### src/rtl/sprite_compositor_if.sv
// Pixel-side bundle for sprite_compositor: per-pixel layer data, frame/fade/blink controls,
// and the registered RGB plus fade status returned toward the DAC.
interface sprite_compositor_if #(
    parameter int unsigned NUM_LAYERS = 4
);
    logic                       frame_start;
    logic                       vid_on;
    logic [9:0]                 DrawX;
    logic [9:0]                 DrawY;
    logic [NUM_LAYERS-1:0]      layer_hit;
    logic [24*NUM_LAYERS-1:0]   layer_rgb;
    logic [23:0]                ground_rgb;
    logic [23:0]                sky_rgb;
    logic [NUM_LAYERS-1:0]      blink_req;
    logic                       fade_start;
    logic [7:0]                 Red;
    logic [7:0]                 Green;
    logic [7:0]                 Blue;
    logic                       fade_busy;
    logic                       fade_dark;

    modport master (
        output frame_start, vid_on, DrawX, DrawY, layer_hit, layer_rgb,
        output ground_rgb, sky_rgb, blink_req, fade_start,
        input  Red, Green, Blue, fade_busy, fade_dark
    );

    modport slave (
        input  frame_start, vid_on, DrawX, DrawY, layer_hit, layer_rgb,
        input  ground_rgb, sky_rgb, blink_req, fade_start,
        output Red, Green, Blue, fade_busy, fade_dark
    );
endinterface

### src/rtl/sprite_compositor.sv
// Two-stage priority compositor: stage 1 captures the pixel inputs, stage 2 picks a colour
// (layers, ground, sky) and applies per-layer blink hiding and the frame-stepped fade.
module sprite_compositor #(
    parameter int unsigned NUM_LAYERS   = 4,
    parameter logic [9:0]  GROUND_Y     = 10'd416,
    parameter logic [23:0] KEY_RGB      = 24'hFF00FF,
    parameter int unsigned BLINK_FRAMES = 8
) (
    input  logic              Clk,
    input  logic              Reset,
    sprite_compositor_if.slave bus
);

    typedef enum logic [1:0] {StRun, StDarken, StDark, StBrighten} fade_state_e;

    // Stage 1 registers
    logic                     vid_q, vid_d;
    logic                     below_q, below_d;
    logic [NUM_LAYERS-1:0]    hit_q, hit_d;
    logic [24*NUM_LAYERS-1:0] rgb_q, rgb_d;
    logic [23:0]              ground_q, ground_d;
    logic [23:0]              sky_q, sky_d;

    // Stage 2 registers
    logic [7:0] red_q, red_d;
    logic [7:0] green_q, green_d;
    logic [7:0] blue_q, blue_d;

    logic [NUM_LAYERS-1:0][7:0] blink_cnt_q, blink_cnt_d;

    fade_state_e state_q, state_d;
    logic [2:0]  level_q, level_d;
    logic        busy_q, busy_d;
    logic        dark_q, dark_d;

    logic        unused_drawx;
    logic [23:0] sel_rgb;

    assign unused_drawx = ^bus.DrawX;

    always_comb begin
        vid_d    = bus.vid_on;
        below_d  = (bus.DrawY >= GROUND_Y);
        hit_d    = bus.layer_hit;
        rgb_d    = bus.layer_rgb;
        ground_d = bus.ground_rgb;
        sky_d    = bus.sky_rgb;
    end

    // A request outranks a coincident frame_start so a retrigger always lands on a full count.
    always_comb begin
        blink_cnt_d = blink_cnt_q;
        for (int i = 0; i < int'(NUM_LAYERS); i++) begin
            if (bus.blink_req[i]) begin
                blink_cnt_d[i] = 8'(BLINK_FRAMES);
            end else if (bus.frame_start && (blink_cnt_q[i] != 8'd0)) begin
                blink_cnt_d[i] = blink_cnt_q[i] - 8'd1;
            end
        end
    end

    // Scan from lowest priority upward so the lowest eligible index is the last to assign.
    always_comb begin
        sel_rgb = below_q ? ground_q : sky_q;
        for (int i = int'(NUM_LAYERS) - 1; i >= 0; i--) begin
            if (hit_q[i] && (rgb_q[24*i +: 24] != KEY_RGB) && !blink_cnt_q[i][0]) begin
                sel_rgb = rgb_q[24*i +: 24];
            end
        end
    end

    always_comb begin
        red_d   = 8'd0;
        green_d = 8'd0;
        blue_d  = 8'd0;
        if (vid_q && (level_q < 3'd4)) begin
            red_d   = sel_rgb[23:16] >> level_q;
            green_d = sel_rgb[15:8]  >> level_q;
            blue_d  = sel_rgb[7:0]   >> level_q;
        end
    end

    always_ff @(posedge Clk or posedge Reset) begin
        if (Reset) begin
            vid_q       <= 1'b0;
            below_q     <= 1'b0;
            hit_q       <= '0;
            rgb_q       <= '0;
            ground_q    <= '0;
            sky_q       <= '0;
            red_q       <= '0;
            green_q     <= '0;
            blue_q      <= '0;
            blink_cnt_q <= '0;
        end else begin
            vid_q       <= vid_d;
            below_q     <= below_d;
            hit_q       <= hit_d;
            rgb_q       <= rgb_d;
            ground_q    <= ground_d;
            sky_q       <= sky_d;
            red_q       <= red_d;
            green_q     <= green_d;
            blue_q      <= blue_d;
            blink_cnt_q <= blink_cnt_d;
        end
    end

    // Fade sequencer: state register
    always_ff @(posedge Clk or posedge Reset) begin
        if (Reset) begin
            state_q <= StRun;
            level_q <= 3'd0;
            busy_q  <= 1'b0;
            dark_q  <= 1'b0;
        end else begin
            state_q <= state_d;
            level_q <= level_d;
            busy_q  <= busy_d;
            dark_q  <= dark_d;
        end
    end

    // Fade sequencer: next state
    always_comb begin
        state_d = state_q;
        level_d = level_q;
        unique case (state_q)
            StRun: begin
                level_d = 3'd0;
                if (bus.fade_start) state_d = StDarken;
            end
            StDarken: begin
                if (bus.frame_start) begin
                    level_d = level_q + 3'd1;
                    if (level_q == 3'd3) state_d = StDark;
                end
            end
            StDark: begin
                level_d = 3'd4;
                if (bus.fade_start) state_d = StBrighten;
            end
            StBrighten: begin
                if (bus.frame_start) begin
                    level_d = level_q - 3'd1;
                    if (level_q == 3'd1) state_d = StRun;
                end
            end
            default: begin
                state_d = StRun;
                level_d = 3'd0;
            end
        endcase
    end

    // Fade sequencer: status decoded from the next state so flags move with the state edge
    always_comb begin
        busy_d = (state_d == StDarken) || (state_d == StBrighten);
        dark_d = (state_d == StDark);
    end

    assign bus.Red       = red_q;
    assign bus.Green     = green_q;
    assign bus.Blue      = blue_q;
    assign bus.fade_busy = busy_q;
    assign bus.fade_dark = dark_q;

endmodule

### src/flat_wrapper.sv
// flat-port wrapper written by rule: the top's interface ports become plain ports
module sprite_compositor_flat 
#(
    parameter int unsigned NUM_LAYERS   = 4,
    parameter logic [9:0]  GROUND_Y     = 10'd416,
    parameter logic [23:0] KEY_RGB      = 24'hFF00FF,
    parameter int unsigned BLINK_FRAMES = 8
)
  (Clk, Reset, bus_frame_start, bus_vid_on, bus_DrawX, bus_DrawY, bus_layer_hit, bus_layer_rgb, bus_ground_rgb, bus_sky_rgb, bus_blink_req, bus_fade_start, bus_Red, bus_Green, bus_Blue, bus_fade_busy, bus_fade_dark);
  sprite_compositor_if #(.NUM_LAYERS(NUM_LAYERS)) bus_i ();
  input  logic Clk;
  input  logic Reset;
  input wire logic [$bits(bus_i.frame_start)-1:0] bus_frame_start;
  input wire logic [$bits(bus_i.vid_on)-1:0] bus_vid_on;
  input wire logic [$bits(bus_i.DrawX)-1:0] bus_DrawX;
  input wire logic [$bits(bus_i.DrawY)-1:0] bus_DrawY;
  input wire logic [$bits(bus_i.layer_hit)-1:0] bus_layer_hit;
  input wire logic [$bits(bus_i.layer_rgb)-1:0] bus_layer_rgb;
  input wire logic [$bits(bus_i.ground_rgb)-1:0] bus_ground_rgb;
  input wire logic [$bits(bus_i.sky_rgb)-1:0] bus_sky_rgb;
  input wire logic [$bits(bus_i.blink_req)-1:0] bus_blink_req;
  input wire logic [$bits(bus_i.fade_start)-1:0] bus_fade_start;
  output wire logic [$bits(bus_i.Red)-1:0] bus_Red;
  output wire logic [$bits(bus_i.Green)-1:0] bus_Green;
  output wire logic [$bits(bus_i.Blue)-1:0] bus_Blue;
  output wire logic [$bits(bus_i.fade_busy)-1:0] bus_fade_busy;
  output wire logic [$bits(bus_i.fade_dark)-1:0] bus_fade_dark;
  assign bus_i.frame_start = bus_frame_start;
  assign bus_i.vid_on = bus_vid_on;
  assign bus_i.DrawX = bus_DrawX;
  assign bus_i.DrawY = bus_DrawY;
  assign bus_i.layer_hit = bus_layer_hit;
  assign bus_i.layer_rgb = bus_layer_rgb;
  assign bus_i.ground_rgb = bus_ground_rgb;
  assign bus_i.sky_rgb = bus_sky_rgb;
  assign bus_i.blink_req = bus_blink_req;
  assign bus_i.fade_start = bus_fade_start;
  assign bus_Red = bus_i.Red;
  assign bus_Green = bus_i.Green;
  assign bus_Blue = bus_i.Blue;
  assign bus_fade_busy = bus_i.fade_busy;
  assign bus_fade_dark = bus_i.fade_dark;
  sprite_compositor #(.NUM_LAYERS(NUM_LAYERS), .GROUND_Y(GROUND_Y), .KEY_RGB(KEY_RGB), .BLINK_FRAMES(BLINK_FRAMES)) u_core (.Clk(Clk), .Reset(Reset), .bus(bus_i));
endmodule
### config.mk
export PLATFORM = sky130hd
export DESIGN_NAME = sprite_compositor_flat
export DESIGN_NICKNAME = d
export VERILOG_FILES = /design/src/rtl/sprite_compositor_if.sv /design/src/rtl/sprite_compositor.sv /design/src/flat_wrapper.sv
export SDC_FILE = /design/constraint.sdc
export NUM_CORES = 1
export LEC_CHECK = 0
export BUFFER_PORTS_ARGS = -buffer_cell sky130_fd_sc_hd__buf_2
export CAP_MARGIN = 30
export CORE_AREA = 5 5 136 138
export DETAILED_ROUTE_END_ITERATION = 7
export DIE_AREA = 0 0 141 143
export PLACE_DENSITY = 0.74
export REMOVE_ABC_BUFFERS = 1
export SLEW_MARGIN = 15
export SYNTH_ARGS = -nofsm -noshare
export SYNTH_HDL_FRONTEND = slang
export SYNTH_SLANG_ARGS = --single-unit
### constraint.sdc
create_clock -name Clk -period 10.9 [get_ports Clk]
set_clock_uncertainty 0.05 [all_clocks]
set_input_delay 2.18 -clock Clk [delete_from_list [all_inputs] [get_ports Clk]]
set_output_delay 2.18 -clock Clk [all_outputs]
set_load 0.005 [all_outputs]
==> results of run 1 <==
## power by group through the flow
| stage | combinational (mW) | clock [mW] | sequential, mW |
|---|---|---|---|
| global route | 0.469 | 0.837 | 0.955 |
| global placement | 0.406 | 0 | 0.957 |
| CTS | 0.420 | 0.802 | 0.945 |
| floorplan | 0.265 | 0 | 0.944 |
| finish | 0.421 | 0.788 | 0.946 |
| detailed placement | 0.417 | 0 | 0.958 |
## cells by family after synthesis
group	share of synthesized area
adders and majority gates	0.01799
AOI/OAI and AO/OA	0.1252
xor gates and xnor gates	0.02624
DFF	0.6387
buffers and inverters	0.02909
and+or+nand+nor	0.1340
muxes	0.02879
## Yosys cell counts, types with 10 or more instances
library cell and instances:
nor3_1 39, mux2i_1 24, xnor2_1 14, a21oi_1 19, nand2_1 28, clkbuf_1 16
xor2_1 11, ha_1 12, nor2_1 72, dfrtp_1 213, inv_1 21, nor4_1 10
a211o_1 14, o22ai_1 11, a211oi_1 21, o21ai_0 12
## layer usage
metal | share of wire | wire length (um) | up-vias
met5 | 0.00034 | 7 | -
met4 | 0.038 | 783 | 2
met3 | 0.078 | 1610 | 53
met2 | 0.48 | 9949 | 271
met1 | 0.40 | 8299 | 2936
li1 | - | - | 2845
## sequential cells by signal, indices dropped and copies added (netlist names)
register,cells
u_core.blink_cnt_q,32
u_core.hit_q,4
u_core.bus.Green,8
u_core.bus.Blue,8
u_core.level_q,3
u_core.bus.fade_busy,1
u_core.bus.Red,8
u_core.sky_q,24
u_core.below_q,1
u_core.vid_q,1
u_core.bus.fade_dark,1
u_core.rgb_q,96
u_core.ground_q,24
u_core.state_q,2
## area by class of cell
type | instances | area, um^2
Clock buffer | 30 | 641.9
Fill cell | 1399 | 6741
Multi-Input combinational cell | 412 | 2774
Inverter | 21 | 86.33
Sequential cell | 213 | 5330
Tap cell | 225 | 281.5
Clock inverter | 12 | 141.4
Timing Repair Buffer | 198 | 1060
## metrics by stage
step | hold WS (ns) | util | std cells | instance area, um^2 | setup slack (ns)
floorplan | 0.4286 | - | 646 | 8182 | 2.847
global placement | 0.4516 | 0.5547 | 1065 | 9460 | 6.822
detailed placement | 0.4666 | 0.5572 | 1068 | 9504 | 6.975
CTS | 0.4796 | 0.6031 | 1110 | 10290 | 7.098
global route | 0.5104 | 0.6048 | 1111 | 10310 | 6.949
finish | 0.4734 | 0.6048 | 1111 | 10310 | 7.113
## worst max-delay path, delay by kind of cell (launching register included)
family	cells	cell delay (ns)
and+or+nand+nor	4	1.78
AOI/OAI and AO/OA	3	1.44
DFF	1	0.39
## layout by cell type, fill, tap and decap left out, types with 4 or more instances in the layout
master,instances
nor2_1,72
a211oi_1,21
nand2b_1,8
or3_1,8
nand3b_1,6
nand4_1,8
a211o_1,14
o21ai_0,12
buf_2,188
or4_1,6
dfrtp_1,213
nand3_1,6
ha_1,12
o221ai_1,5
clkinv_2,7
nor3_1,39
nand2_1,28
mux2i_1,24
nand4b_1,7
or4b_1,4
clkbuf_8,4
xnor2_1,14
a21oi_1,19
a31oi_1,5
a21o_1,5
o211ai_1,4
inv_1,20
a311o_1,5
o22ai_1,11
nor4_1,10
o32ai_1,5
buf_4,7
xor2_1,11
and2_1,4
clkbuf_16,23
## worst paths after layout
path	startpoint	endpoint	slack, ns	cells past startpoint
max	u_core.rgb_q[84]	u_core.bus.Blue[4]	7.11	7
min	u_core.blink_cnt_q[25]	u_core.blink_cnt_q[25]	0.47	2
max reg2reg	u_core.rgb_q[84]	u_core.bus.Blue[4]	7.11	7
min reg2reg	u_core.blink_cnt_q[25]	u_core.blink_cnt_q[25]	0.47	2
max in group asynchronous	Reset	u_core.ground_q[11]	7.75	5
min in group asynchronous	Reset	u_core.state_q[0]	1.54	2
==> impl_results.md, run 1 <==
* All-Layer GR Usage at 0.2053
* Postcts setup bufs at 0
* Post-synthesis async set-or-reset flop share at 1.000
* Warnings from Yosys at 0
* Min cycle time layout at 3.787 ns
* Final Setup Violations at 0
* Commonest register cell after synthesis: dfrtp_1
* GRT overflow at 0
* Antenna Violating Nets Remaining at 0
* Share of layout cells above drive strength 1 at 0.2856
* Reg clk slew, reported paths at 0.06 ns
* Detail Placement HPWL at 15.41 mm
* Final WL at 20.65 mm
* RSZ-0062 raised after global routing: no
* CTS tree: yes
* Met3 usage at 0.04789
* Clock sink count at 213
* Max-Cap Viols at 0
* Detailed Routing Iterations Pass 1 at 5
* Total power at 2.156 mW
* Cts hold-fix bufs at 0
* Met1 Resource Use GR at 0.2724
* Max Fclk at 264.1 MHz
* Ranking of synthesized cells by area: dfrtp_1 (64%), nor2_1 (3.2%), mux2i_1 (2.9%)
* Yosys top cell by area: dfrtp_1
* Die Wd at 141 um
* Clock latency at the later pin of the worst-skew pair at 0.50 ns
* Initial antenna violation count at 1
* Crit path max-delay cell type: a21o_1
* Unique masters post-synth at 59
* Initial core utilization at 0.4893
* Top cell type's share of synthesized area at 0.6387
* Placeable Area at 17,060 um^2
* Crit path arrival time at 4.11 ns
* Die area at 20,160 um^2
* Required @ worst endpoint at 11.22 ns
* Worst setup EP type: flip-flop
* Row count at 48
* Vias per inst at 5.497
* Vias at 6,107
* Tcrit/Tclk final at 0.3474
* Cell Chain, Critical Path: or4b_1, nor4_1, a21o_1, a211oi_1, a211oi_1, nor4_1, or4_1
* Wire per inst at 18.59 um
* P_int at 1.548 mW
* Number of clock buffers inserted by TritonCTS at 23
* Switch share at 0.2821
* Die Ht at 143 um
* Clock power frac at 0.365
* Synth Register Bits at 213
* Status: complete, no violations
* 1st-iter DRT viols at 425
* Final Hold Fails at 0
* I/O pins at 203
* Clock Tree Root: clkbuf_16
* # H-tree levels at 1
* Leak at 4.923 nW
* Number of synthesized flops with an enable pin at 0
* Worst rel slew slack at 0.4058
* Vias in the first global route at 6,120
* Net Switching at 0.6080 mW
* RePlAce Congestion at 0.8707
* Hold/Removal Path Class: flip-flop to flip-flop
* Most used routing layer: met2
* Antenna diodes at 0
* Startpoint types: flip-flop
* Pins Over Slew Limit at 0
* Pwr Density at 209.0 nW/um^2
* Sequential cell area fraction in the yosys report at 0.6387
* CP peak stage delay at 0.79 ns
* Met2 Use GR at 0.3306
* Worst-path fanout max at 29
* Slew @ Worst Pin at 0.8914 ns
* First-pass GRT wire length at 32.30 mm
* Peak supply drop at 0.1537 mV
* Area Overhead vs Synth at 23.60%
* Sum Neg Setup Slack at 0 ns
* Flop pwr share at 0.439
* Mapped cell area at 8346 um^2
* Comb pwr share at 0.196
* Avg Inst Size Synth at 12.31 um^2
* Post-route DRC at 0
* Pin count of the biggest net entering global routing at 131
* Max clock buf depth at 3
* # port buffers at 187
* Crit Path Class: flip-flop to flip-flop
* Nets at 1,058
* Post-Syn Instances at 678
* Post-CTS Resized at 0
Power figures use the tool's default switching activity.
==> inputs of run 2 (changes only) <==
--- a/config.mk
+++ b/config.mk
@@ -7,10 +7,10 @@
 export LEC_CHECK = 0
 export BUFFER_PORTS_ARGS = -buffer_cell sky130_fd_sc_hd__buf_2
 export CAP_MARGIN = 30
-export CORE_AREA = 5 5 136 138
+export CORE_AREA = 5 5 138 140
 export DETAILED_ROUTE_END_ITERATION = 7
-export DIE_AREA = 0 0 141 143
-export PLACE_DENSITY = 0.74
+export DIE_AREA = 0 0 143 145
+export PLACE_DENSITY = 0.75
 export REMOVE_ABC_BUFFERS = 1
 export SLEW_MARGIN = 15
 export SYNTH_ARGS = -nofsm -noshare
==> constraint.sdc (replaced) <==
create_clock -name Clk -period 3.15 [get_ports Clk]
set_clock_uncertainty 0.05 [all_clocks]
set_input_delay 0.63 -clock Clk [delete_from_list [all_inputs] [get_ports Clk]]
set_output_delay 0.63 -clock Clk [all_outputs]
set_load 0.005 [all_outputs]
==> impl_results.md, run 2 (same netlist as run 1, synthesis figures left out) <==
* Status: complete, no violations
* Largest register FFs at 96
* Switch share at 0.2766
* GRT overflow at 0
* Hold/Removal Path Class: input pin to async pin
* Multi-input gate area at 2858 um^2
* Cts hold-fix bufs at 0
* Reg area at 5330 um^2
* Final Hold Fails at 0
* Most frequent cells in the layout: dfrtp_1 (213), buf_2 (187), nor2_1 (71), nor3_1 (39), buf_4 (36)
* Detail Placement HPWL at 16.34 mm
* Tcrit/Tclk final at 0.9860
* Biggest register: u_core.rgb_q
* Pins Over Slew Limit at 0
* Min cycle time layout at 3.106 ns
* Startpoint types: flip-flop
* RePlAce Congestion at 0.8916
* Vias at 6,224
* Worst rel slew slack at 0.4779
* Worst setup EP type: flip-flop
* Share of layout cells above drive strength 1 at 0.3180
* 1st-iter DRT viols at 371
* Vias per inst at 5.441
* Final Non-Filler Cells at 1,144
* # H-tree levels at 1
* First-pass GRT wire length at 34.58 mm
* Leak at 5.114 nW
* Clock power frac at 0.371
* Area Overhead vs Synth at 28.05%
* Nets at 1,088
* Commonest non-fill, non-tap cell in the layout: dfrtp_1
* P_int at 5.591 mW
* Wire per inst at 19.14 um
* Net Switching at 2.138 mW
* Die Ht at 145 um
* Comb pwr share at 0.205
* Vias in the first global route at 6,656
* Row count at 49
* Slew @ Worst Pin at 0.7731 ns
* Place WS at -0.1271 ns
* Max clock buf depth at 3
* Final WS setup at 0.04422 ns
* Initial antenna violation count at 1
* Antenna Violating Nets Remaining at 0
* Total power at 7.728 mW
* Largest regs: u_core.rgb_q: 96 flops, u_core.blink_cnt_q: 32 flops
* Placeable Area at 17,720 um^2
* Crit path arrival time at 3.48 ns
* Crit Path Class: flip-flop to flip-flop
* Final WL at 21.90 mm
* Layout fillers at 1,422
* Clock Tree Root: clkbuf_16
* Die area at 20,740 um^2
* RSZ-0062 raised after global routing: no
* Worst-path fanout max at 8
* Clock sink count at 213
* Post-route DRC at 0
* Number of clock buffers inserted by TritonCTS at 23
* All-Layer GR Usage at 0.2107
* Antenna diodes at 0
* Placed insts at 1,103
* Die Wd at 143 um
* Sum Neg Setup Slack at 0 ns
* CTS tree: yes
* # port buffers at 187
* Detailed Routing Iterations Pass 1 at 5
* Pin count of the biggest net entering global routing at 87
* I/O pins at 203
* Max Fclk at 322.0 MHz
* Flop pwr share at 0.423
* Reg clk slew, reported paths at 0.06 ns
* Clock latency at the later pin of the worst-skew pair at 0.51 ns
* Max-Cap Viols at 0
* Required @ worst endpoint at 3.53 ns
* Pwr Density at 723.2 nW/um^2
* Initial core utilization at 0.4710
* Peak supply drop at 0.5403 mV
* Final core utilization at 0.6031
* Final Setup Violations at 0
==> run 2: cell types whose count changed in the layout (fill, tap and decap cells not counted), sizes merged <==
cell / before / now
bufinv: 3 / 4
clkinvlp: 1 / 0
buf: 198 / 228
clkinv: 7 / 1
clkbuf: 30 / 35
==> run 2: cell type report <==
type                       instances  area share
clock buffer                      35     0.06463
clock inverter                     6     0.01253
inverter                          21    0.008079
multi-input combinational        412      0.2674
sequential                       213      0.4988
tap                              229     0.02681
timing repair buffer             228      0.1218
==> run 2: final timing paths <==
check                           depth (start not counted)                endpoint              start  slack [ns]
worst max-delay path                                    9      u_core.bus.Blue[2]   u_core.rgb_q[60]        0.04
worst min-delay path                                    2  u_core.blink_cnt_q[14]              Reset        0.14
worst max register to register                          9      u_core.bus.Blue[2]   u_core.rgb_q[60]        0.04
worst min register to register                          2       u_core.level_q[2]  u_core.level_q[2]        0.47
max in group asynchronous                               3        u_core.rgb_q[31]              Reset        2.13
min in group Clk                                        1        u_core.rgb_q[13]  bus_layer_rgb[13]        0.17
==> run 2: per-stage QoR <==
stage	hold slack, ns	cell area, um^2
after floorplan	0.4286	8182
after global placement	0.4536	9771
after detailed placement	0.4548	9771
after CTS	0.1540	10620
after global routing	0.1549	10690
final	0.1420	10690
==> run 2: power groups by stage <==
stage          combinational (mW)  clock [mW]  sequential, mW
6_report                     1.59        2.87            3.27
5_1_grt                      1.77        3.03            3.30
4_1_cts                      1.57        2.92            3.27
3_5_place_dp                 1.55           0            3.31
3_3_place_gp                 1.51           0            3.31
2_1_floorplan               0.916           0            3.27
==> run 2: layer usage <==
metal / share of wire / vias up / routed length (um) / global-route usage
met1: 0.40 / 2977 / 8831 / 0.2767
met5: 0 / - / 0 / 0
met3: 0.073 / 66 / 1601 / 0.04376
met2: 0.48 / 281 / 10540 / 0.3409
li1: - / 2900 / - / -
met4: 0.042 / 0 / 922 / 0.08793
==> run 2: critical path: stages (launching register included) <==
cell and delay [ns]:
dfrtp_1 0.37, or4b_4 0.54, or4_4 0.44, o311a_4 0.37, buf_4 0.19, a211oi_1 0.33
a211oi_2 0.10, buf_4 0.17, o32ai_1 0.31, a221o_1 0.17
==> run 2: repair_timing <==
action                                  in CTS  in global routing
resized for setup                            5                 11
cloned                                       0                  0
pin swaps                                    3                  1
endpoints found under the setup margin      20                 12
buffers inserted                             0                  0
==> inputs of run 3 (changes only) <==
--- a/config.mk
+++ b/config.mk
@@ -11,7 +11,8 @@
 export DETAILED_ROUTE_END_ITERATION = 7
 export DIE_AREA = 0 0 143 145
 export PLACE_DENSITY = 0.75
-export REMOVE_ABC_BUFFERS = 1
+export RECOVER_POWER = 50
+export SKIP_CTS_REPAIR_TIMING = 1
 export SLEW_MARGIN = 15
 export SYNTH_ARGS = -nofsm -noshare
 export SYNTH_HDL_FRONTEND = slang
==> impl_results.md, run 3 (same netlist as run 1, synthesis figures left out) <==
* Crit path max-delay cell type: or4b_1
* Final WS setup at 0.05015 ns
* Max-Cap Viols at 1
* Pin count of the biggest net entering global routing at 82
* Row count at 49
* Vias in the first global route at 6,400
* Status: finished with violations
* Total power at 7.554 mW
* Final Hold Fails at 0
* Critical path depth at 8
* Crit path arrival time at 3.42 ns
* WP buf/inv at 1
* I/O pins at 203
* Most frequent cells in the layout: dfrtp_1 (213), buf_2 (180), nor2_1 (72), nor3_1 (38), buf_4 (32)
* Placeable Area at 17,720 um^2
* Initial antenna violation count at 1
* Vias at 6,337
* Clock sink count at 213
* Initial core utilization at 0.4710
* Leak at 5.075 nW
* Reg2reg start: u_core.rgb_q[15]
* Antenna diodes at 0
* CTS tree: yes
* Pins Over Slew Limit at 72
* Area Overhead vs Synth at 27.15%
* Reg clk slew, reported paths at 0.06 ns
* Number of cells on the worst reg-to-reg path at 8
* Pwr Density at 711.8 nW/um^2
* Die Ht at 145 um
* Crit Path Class: flip-flop to flip-flop
* Clock Tree Root: clkbuf_16
* Slew @ Worst Pin at 1.733 ns
* Detailed Routing Iterations Pass 1 at 5
* CP peak stage delay at 0.52 ns
* Worst-path fanout max at 20
* Sum Neg Setup Slack at 0 ns
* Min cycle time layout at 3.100 ns
* Die area at 20,740 um^2
* Post-route DRC at 0
* # H-tree levels at 1
* GRT overflow at 0
* Detail Placement HPWL at 16.27 mm
* First-pass GRT wire length at 33.63 mm
* # port buffers at 187
* Worst setup EP type: flip-flop
* Largest register FFs at 96
* Layout fillers at 1,443
* Tcrit/Tclk final at 0.9841
* Commonest non-fill, non-tap cell in the layout: dfrtp_1
* Biggest register: u_core.rgb_q
* Worst rel slew slack at -0.1556
* Required @ worst endpoint at 3.47 ns
* RePlAce Congestion at 0.9423
* Number of clock buffers inserted by TritonCTS at 23
* Max Fclk at 322.6 MHz
* Mapped Nets at 867
* Largest regs: u_core.rgb_q: 96 flops, u_core.blink_cnt_q: 32 flops
* CP delay by family, top: simple AND/OR/NAND/NOR gates
* Share of layout cells above drive strength 1 at 0.3074
* Final WL at 21.86 mm
* Die Wd at 143 um
* Vias per inst at 5.544
* RSZ-0062 raised after global routing: no
* 1st-iter DRT viols at 465
* All-Layer GR Usage at 0.2055
* Antenna Violating Nets Remaining at 0
* Peak supply drop at 0.4259 mV
* Place WS at -0.1094 ns
* Max clock buf depth at 3
* Reg2reg end: u_core.bus.Green[0]
* Nets at 1,088
* Final Setup Violations at 0
* Flop-to-flop setup slack at 0.05 ns
* Hold/Removal Path Class: input pin to async pin
* Cell Chain, Critical Path: or4b_1, nor4_1, a21o_1, buf_4, nand2_1, o221ai_1, a21oi_1, or4_1
* Clock latency at the later pin of the worst-skew pair at 0.51 ns
* Startpoint types: flip-flop
* Wire per inst at 19.12 um
* Failing checks: max-capacitance violations, max-slew violations
[run 3: changes by cell type in the layout (fill, tap and decap cells not counted), moves of 2 or more]
cell,before,now
buf_2,187,180
clkbuf_8,7,5
bufinv_16,4,2
nor4_1,7,10
clkbuf_1,5,9
clkbuf_2,0,2
clkinv_2,1,6
nor4_2,2,0
clkbuf_16,23,26
buf_4,36,32
[run 3: worst max-delay path by stage]
stage / startpoint / slack [ns] / to
6_report: u_core.rgb_q[15] / 0.05 / u_core.bus.Green[0]
4_1_cts: u_core.rgb_q[60] / -0.11 / u_core.bus.Blue[5]
2_1_floorplan: Reset / -0.30 / u_core.below_q
3_5_place_dp: u_core.rgb_q[60] / -0.11 / u_core.bus.Blue[5]
5_1_grt: u_core.rgb_q[60] / 0.02 / u_core.bus.Blue[4]
3_3_place_gp: u_core.rgb_q[60] / -0.07 / u_core.bus.Blue[5]
[run 3: area by class of cell]
cell class / count / area, um^2 / area share
multi-input cells: 412 / 2809 / 0.2647
clock inverters: 10 / 121.4 / 0.01144
well taps: 229 / 286.5 / 0.02700
clock buffers: 30 / 651.9 / 0.06143
flip-flops and latches: 213 / 5330 / 0.5023
repair buffers: 228 / 1333 / 0.1256
inverters: 21 / 80.08 / 0.007546
[run 3: report_power, final]
group | leakage (nW) | internal [mW] | switching [mW] | total [mW]
clock network | 0.389 | 1.63 | 1.06 | 2.69
logic | 2.12 | 0.719 | 0.853 | 1.57
registers | 2.56 | 3.04 | 0.247 | 3.29
[run 3: worst reg2reg max path, cell delays in order, from the launching register on]
cell      delay (ns)
dfrtp_1         0.41
or4b_1          0.52
nor4_1          0.46
a21o_1          0.21
buf_4           0.23
nand2_1         0.18
o221ai_1        0.34
a21oi_1         0.08
or4_1           0.47
[run 3: metal layers]
layer,GRT usage,vias up,share of wire
li1,-,2894,-
met1,0.2861,3065,0.41
met2,0.3308,307,0.48
met3,0.03916,69,0.073
met4,0.05894,2,0.038
met5,0,-,0.00055
[run 3: metrics by stage]
| stage | cell area (um^2) | utilization | hold WS (ns) | instances |
|---|---|---|---|---|
| global route | 10610 | 0.5989 | 0.04710 | 1143 |
| CTS | 10540 | 0.5950 | 0.006781 | 1140 |
| finish | 10610 | 0.5989 | 0.03098 | 1143 |
| global placement | 9769 | 0.5514 | 0.4465 | 1100 |
| floorplan | 8349 | - | 0.4286 | 678 |
| detailed placement | 9769 | 0.5514 | 0.4622 | 1100 |
